File: config.mk
export PLATFORM = sky130hd
export DESIGN_NAME = bp_be_pipe_int_staged
export DESIGN_NICKNAME = d
export VERILOG_FILES = /design/src/rtl/bp_be_pipe_int_staged.sv
export SDC_FILE = /design/constraint.sdc
export NUM_CORES = 2
export LEC_CHECK = 0
export ABC_AREA = 1
export BUFFER_PORTS_ARGS = -buffer_cell sky130_fd_sc_hd__buf_2
export CELL_PAD_IN_SITES_DETAIL_PLACEMENT = 1
export CELL_PAD_IN_SITES_GLOBAL_PLACEMENT = 2
export CORE_MARGIN = 1.5
export CORE_UTILIZATION = 25
export DETAILED_ROUTE_END_ITERATION = 10
export GPL_ROUTABILITY_DRIVEN = 0
export PLACE_DENSITY_LB_ADDON = 0.1
export SETUP_SLACK_MARGIN = 0.4
export SYNTH_ARGS = -nofsm -noshare
export SYNTH_HDL_FRONTEND = slang
export SYNTH_SLANG_ARGS = --single-unit
export TNS_END_PERCENT = 10
File: constraint.sdc
create_clock -name clk_i -period 10.48 [get_ports clk_i]
set_input_delay 0 -clock clk_i [delete_from_list [all_inputs] [get_ports clk_i]]
set_output_delay 0 -clock clk_i [all_outputs]
set_load 0.005 [all_outputs]
File: src/rtl/bp_be_pipe_int_staged.sv
// Pipelined integer pipe for the BE calculator: ALU, branch and jump resolution at issue,
// followed by latency_p register stages with per-stage flush ahead of writeback.
module bp_be_pipe_int_staged #(
  parameter int dword_width_p        = 64,
  parameter int vaddr_width_p        = 39,
  parameter int latency_p            = 2,
  parameter int compressed_support_p = 1
) (
  input  logic                     clk_i,
  input  logic                     reset_i,
  input  logic                     en_i,
  input  logic                     v_i,
  input  logic [4:0]               fu_op_i,
  input  logic                     word_op_i,
  input  logic                     src1_sel_i,
  input  logic                     src2_sel_i,
  input  logic                     baddr_sel_i,
  input  logic                     branch_v_i,
  input  logic                     jump_v_i,
  input  logic                     compressed_i,
  input  logic [vaddr_width_p-1:0] pc_i,
  input  logic [dword_width_p-1:0] rs1_i,
  input  logic [dword_width_p-1:0] rs2_i,
  input  logic [dword_width_p-1:0] imm_i,
  input  logic                     flush_i,
  output logic [dword_width_p-1:0] data_o,
  output logic                     v_o,
  output logic                     branch_o,
  output logic                     btaken_o,
  output logic [vaddr_width_p-1:0] npc_o,
  output logic                     instr_misaligned_v_o
);

  localparam int DW = dword_width_p;
  localparam int VW = vaddr_width_p;
  localparam bit MISALIGN_CHECK = (compressed_support_p == 0);

  if (latency_p < 1 || latency_p > 4) begin : g_latency_check
    $error("bp_be_pipe_int_staged: latency_p must be in 1..4");
  end

  typedef enum logic [4:0] {
    OP_ADD    = 5'd0,
    OP_SUB    = 5'd1,
    OP_XOR    = 5'd2,
    OP_OR     = 5'd3,
    OP_AND    = 5'd4,
    OP_SLL    = 5'd5,
    OP_SRL    = 5'd6,
    OP_SRA    = 5'd7,
    OP_PASS2  = 5'd8,
    OP_PASS1  = 5'd9,
    OP_PASS0  = 5'd10,
    OP_EQ     = 5'd11,
    OP_NE     = 5'd12,
    OP_SLT    = 5'd13,
    OP_SLTU   = 5'd14,
    OP_SGE    = 5'd15,
    OP_SGEU   = 5'd16,
    OP_MIN    = 5'd17,
    OP_MAX    = 5'd18,
    OP_MINU   = 5'd19,
    OP_MAXU   = 5'd20,
    OP_SH1ADD = 5'd21,
    OP_SH2ADD = 5'd22,
    OP_SH3ADD = 5'd23,
    OP_ANDN   = 5'd24,
    OP_ORN    = 5'd25,
    OP_XNOR   = 5'd26
  } e_fu_op;

  logic [DW-1:0] w_src1;
  logic [DW-1:0] w_src2;
  logic [5:0]    w_shamt;
  logic [DW-1:0] w_src1_srl;
  logic [DW-1:0] w_src1_sra;
  logic          w_eq;
  logic          w_lt;
  logic          w_ltu;
  logic [DW-1:0] w_alu_raw;
  logic [DW-1:0] w_alu;

  assign w_src1  = src1_sel_i ? {{(DW-VW){pc_i[VW-1]}}, pc_i} : rs1_i;
  assign w_src2  = src2_sel_i ? imm_i : rs2_i;
  assign w_shamt = word_op_i ? {1'b0, w_src2[4:0]} : w_src2[5:0];

  // Word right shifts see only the low half, extended to match the shift flavour.
  assign w_src1_srl = word_op_i ? {{(DW-32){1'b0}}, w_src1[31:0]} : w_src1;
  assign w_src1_sra = word_op_i ? {{(DW-32){w_src1[31]}}, w_src1[31:0]} : w_src1;

  assign w_eq  = (w_src1 == w_src2);
  assign w_lt  = ($signed(w_src1) < $signed(w_src2));
  assign w_ltu = (w_src1 < w_src2);

  always_comb begin
    w_alu_raw = '0;
    case (e_fu_op'(fu_op_i))
      OP_ADD:    w_alu_raw = w_src1 + w_src2;
      OP_SUB:    w_alu_raw = w_src1 - w_src2;
      OP_XOR:    w_alu_raw = w_src1 ^ w_src2;
      OP_OR:     w_alu_raw = w_src1 | w_src2;
      OP_AND:    w_alu_raw = w_src1 & w_src2;
      OP_SLL:    w_alu_raw = w_src1 << w_shamt;
      OP_SRL:    w_alu_raw = w_src1_srl >> w_shamt;
      OP_SRA:    w_alu_raw = $unsigned($signed(w_src1_sra) >>> w_shamt);
      OP_PASS2:  w_alu_raw = w_src2;
      OP_PASS1:  w_alu_raw = {{(DW-1){1'b0}}, 1'b1};
      OP_PASS0:  w_alu_raw = '0;
      OP_EQ:     w_alu_raw = {{(DW-1){1'b0}}, w_eq};
      OP_NE:     w_alu_raw = {{(DW-1){1'b0}}, ~w_eq};
      OP_SLT:    w_alu_raw = {{(DW-1){1'b0}}, w_lt};
      OP_SLTU:   w_alu_raw = {{(DW-1){1'b0}}, w_ltu};
      OP_SGE:    w_alu_raw = {{(DW-1){1'b0}}, ~w_lt};
      OP_SGEU:   w_alu_raw = {{(DW-1){1'b0}}, ~w_ltu};
      OP_MIN:    w_alu_raw = w_lt  ? w_src1 : w_src2;
      OP_MAX:    w_alu_raw = w_lt  ? w_src2 : w_src1;
      OP_MINU:   w_alu_raw = w_ltu ? w_src1 : w_src2;
      OP_MAXU:   w_alu_raw = w_ltu ? w_src2 : w_src1;
      OP_SH1ADD: w_alu_raw = (w_src1 << 1) + w_src2;
      OP_SH2ADD: w_alu_raw = (w_src1 << 2) + w_src2;
      OP_SH3ADD: w_alu_raw = (w_src1 << 3) + w_src2;
      OP_ANDN:   w_alu_raw = w_src1 & ~w_src2;
      OP_ORN:    w_alu_raw = w_src1 | ~w_src2;
      OP_XNOR:   w_alu_raw = w_src1 ^ ~w_src2;
      default:   w_alu_raw = '0;
    endcase
  end

  assign w_alu = word_op_i ? {{(DW-32){w_alu_raw[31]}}, w_alu_raw[31:0]} : w_alu_raw;

  logic [VW-1:0] w_base;
  logic [VW-1:0] w_target_sum;
  logic [VW-1:0] w_target;
  logic [VW-1:0] w_ntaken;
  logic          w_taken;
  logic [DW-1:0] w_data;
  logic [VW-1:0] w_npc;
  logic          w_misaligned;

  assign w_base       = baddr_sel_i ? rs1_i[VW-1:0] : pc_i;
  assign w_target_sum = w_base + imm_i[VW-1:0];
  assign w_target     = w_target_sum & ~{{(VW-1){1'b0}}, 1'b1};
  assign w_ntaken     = pc_i + (compressed_i ? VW'(2) : VW'(4));
  assign w_taken      = branch_v_i & (jump_v_i | w_alu[0]);
  // Branches and jumps write the link address to rd.
  assign w_data       = branch_v_i ? {{(DW-VW){w_ntaken[VW-1]}}, w_ntaken} : w_alu;
  assign w_npc        = w_taken ? w_target : w_ntaken;
  assign w_misaligned = w_taken & w_target[1] & MISALIGN_CHECK;

  logic          r_v          [latency_p];
  logic [DW-1:0] r_data       [latency_p];
  logic          r_branch     [latency_p];
  logic          r_btaken     [latency_p];
  logic [VW-1:0] r_npc        [latency_p];
  logic          r_misaligned [latency_p];

  always_ff @(posedge clk_i) begin
    if (reset_i) begin
      for (int k = 0; k < latency_p; k++) begin
        r_v[k]          <= 1'b0;
        r_data[k]       <= '0;
        r_branch[k]     <= 1'b0;
        r_btaken[k]     <= 1'b0;
        r_npc[k]        <= '0;
        r_misaligned[k] <= 1'b0;
      end
    end else begin
      r_v[0]          <= en_i & v_i & ~flush_i;
      r_data[0]       <= w_data;
      r_branch[0]     <= branch_v_i;
      r_btaken[0]     <= w_taken;
      r_npc[0]        <= w_npc;
      r_misaligned[0] <= w_misaligned;
      // Flush kills every in-flight op; payload still shifts since it is qualified by v.
      for (int k = 1; k < latency_p; k++) begin
        r_v[k]          <= r_v[k-1] & ~flush_i;
        r_data[k]       <= r_data[k-1];
        r_branch[k]     <= r_branch[k-1];
        r_btaken[k]     <= r_btaken[k-1];
        r_npc[k]        <= r_npc[k-1];
        r_misaligned[k] <= r_misaligned[k-1];
      end
    end
  end

  assign v_o                  = r_v[latency_p-1];
  assign data_o               = r_data[latency_p-1];
  assign npc_o                = r_npc[latency_p-1];
  assign branch_o             = r_branch[latency_p-1] & v_o;
  assign btaken_o             = r_btaken[latency_p-1] & v_o;
  assign instr_misaligned_v_o = r_misaligned[latency_p-1] & v_o;

endmodule

==> flow_summary.toml <==
[power]
power.density_mw_per_mm2 = 113.5
power_mw = 7.633
power_leakage_nw = 36.30
peakVddDrop_mv = 0.1557

[critical_path]
critPathKind = "primary input to flip-flop"
cp-end-kind = "flip-flop"
cp_data_arrival_time_ps = 8580
r2r_start = "r_data[0][42]"
startpoint = "src2_sel_i"
crit_path_start_kind = "primary input"
critPathMaxFanout = 60
cp.required_ps = 11060

[status]
outcome = "finished, violations left"
failed_checks = "hold timing, capacitance limit, slew limit"

[timing]
fmax_ghz = 0.1250
setup_viol = 0
slew_violations = 11
final.setup_skew_ps = 24.24
hold_violations = 2
worstMarginPinSlew_ps = 1737
finalCritPeriodShare_pct = 76.35
period_needed_ps = 8001
max_slew_margin_pct = -16.17
setup_tns_ps = 0
hold_slack_ps = -2.586
rsz0062_at_grt = "false"

[global_route]
grt_usage_pct = 44.59
grt_overflow = 0
antenna_found_initial = 85
grt_pass1_vias = 87020
grt_pass1_wl_um = 752800
grt_max_degree = 155

[clock_tree]
clkSinkCount = 212
cts-root-buf = "clkbuf_16"
clk_pin_slew_worst_paths_ps = 60
clockBufferDepth = 3
cts_setup_buffers = 0
hold_buffers = 49
cts_buffers = 29
clock_latency_ps = 710
htreeDepth = 1
cts_tree = "done"
post_cts_resized = 0

[floorplanning]
ioPinCount = 355
start_util_pct = 25.20
die_y_um = 496.1
die_area_mm2 = 0.2461
rows = 180
coreArea_mm2 = 0.2412
die_x_um = 496.1

[routing]
met1_length_um = 220000
dr.max_layer_used = "met5"
vias_per_cell = 5.877
routedWlPerCell_um = 36.24
dr_total_vias = 92580
wl_met2_um = 221000
wl_met3_um = 68340
drt_iter0_drc = 12450
drc_errors = 0
wl_um = 570900
drt.antenna.violating_nets = 0
firstDrtPassIters = 8

[synthesis]
synthCells = 12390
ys.flop_type = "dfxtp_1"
synth.lib_cells_used.distinct = 65
ys.warnings.count = 0
ys_ff_latch = 212
synth_area_mm2 = 0.06078
synth_edf_count = 0
syn_nets = 12990
synth-seq-area-share_pct = 6.983
avgSynthCellArea_um2 = 4.907
synth-async-reset-ratio_pct = 0

[placed_design]
port_buffers = 353
dp_hpwl_um = 473900

[hold_path]
hold_path.class = "primary input to flip-flop"
hold_start = "imm_i[26]"

[run]
maxCapViolations = 6

[finish]
area_delta_synth_final_pct = 10.60
layout-drive-gt1-share_pct = 6.555
fin_nets = 13080
-- metal layers --
metal	GRT usage (%)	vias up
met5	0.01931	-
met4	39.97	48
met3	16.35	1686
met2	61.95	6215
met1	53.21	44720
li1	-	39910
-- cell type report --
type / count / area [um^2]
tap: 3185 / 3985
sequential: 212 / 4244
fill: 33380 / 174000
clock inverter: 20 / 280.3
inverter: 1682 / 6325
timing repair buffer: 644 / 4131
clock buffer: 33 / 760.7
multi-input combinational: 9904 / 47310
antenna: 71 / 177.7
-- logic make-up (layout without fill, tap and decap cells) --
kind of cell	count (synthesis)	in the layout	share of synthesized area, %
AOI/OAI and AO/OA	1598	1598	14.29
xor gates and xnor gates	110	110	1.585
adders and majority gates	357	357	7.436
buffers and inverters	2270	2379	15.62
DFF	212	212	6.983
muxes	1	1	0.01647
other	1	72	0.006170
and+or+nand+nor	7837	7837	54.06
-- metrics by stage --
stage	hold slack (ps)	cell area (um^2)	std cells	utilization [%]	worst slack [ps]
after global placement	183.0	65410	15580	27.12	3096
final	-2.586	67220	15750	27.87	2479
after CTS	2.366	66950	15680	27.76	2989
after global routing	10.11	67060	15690	27.80	2420
after detailed placement	189.8	65420	15580	27.12	2832
after floorplan	76.15	60780	12390	-	6611
-- final timing paths --
kind | to | slack [ps] | cells after the start
max | r_npc[0][29] | 2480 | 26
max reg2reg | r_data[0][106] | 8960 | 2
min | r_npc[0][26] | -3 | 4
min reg2reg | r_npc[0][59] | 400 | 2
-- cells in the mapped netlist (66+ instances only) --
| library cell | instances | area [um^2] |
|---|---|---|
| a21oi_1 | 634 | 3173 |
| buf_1 | 66 | 247.7 |
| buf_2 | 171 | 855.8 |
| buf_4 | 153 | 1149 |
| clkbuf_1 | 169 | 634.4 |
| dfxtp_1 | 212 | 4244 |
| ha_1 | 350 | 4379 |
| inv_1 | 1665 | 6250 |
| nand2_1 | 4257 | 15980 |
| nand3_1 | 1805 | 9034 |
| nand4_1 | 170 | 1064 |
| nor2_1 | 1275 | 4786 |
| nor3_1 | 140 | 700.7 |
| o211ai_1 | 66 | 495.5 |
| o21ai_0 | 654 | 3273 |
| or2_2 | 66 | 412.9 |
| xor2_1 | 85 | 744.5 |
-- placed cells by master (no fill, tap or decap), types with 140 or more instances in the layout --
| cell | netlist | final |
|---|---|---|
| nand2_1 | 4257 | 4256 |
| nand3_1 | 1805 | 1803 |
| inv_1 | 1665 | 1662 |
| nor2_1 | 1275 | 1261 |
| o21ai_0 | 654 | 640 |
| a21oi_1 | 634 | 634 |
| buf_2 | 171 | 351 |
| ha_1 | 350 | 350 |
| buf_4 | 153 | 239 |
| dfxtp_1 | 212 | 212 |
| nand4_1 | 170 | 170 |
| nor3_1 | 140 | 140 |
-- critical path, stage by stage --
cell,delay [ps]
buf_4,430
buf_4,700
nand2_1,130
nand2_1,480
inv_1,240
ha_1,520
nand2_1,120
nand2_1,70
a21oi_1,250
nand2_1,190
a21oi_1,220
nand2_1,160
nand2_2,100
buf_4,540
nand2_4,620
nand2_1,990
nor2_1,100
nor2_1,140
nand3_1,120
nor2_2,280
nand3_4,230
nand2_2,560
inv_1,280
nand2_1,150
nand2_1,70
dlygate4sd3_1,570
-- state kept, by name, indices dropped and copies added (netlist names) --
name,cells
r_npc,78
r_v,2
r_branch,2
r_btaken,2
r_data,128
-- power by group --
group | switching, mW | internal (mW) | leakage [nW]
Clock | 0.529 | 0.651 | 0.505
Sequential | 0.0733 | 0.876 | 1.75
Combinational | 4.24 | 1.26 | 34.0
Total | 4.84 | 2.79 | 36.3
No activity file was read; power rests on OpenSTA's default activity.
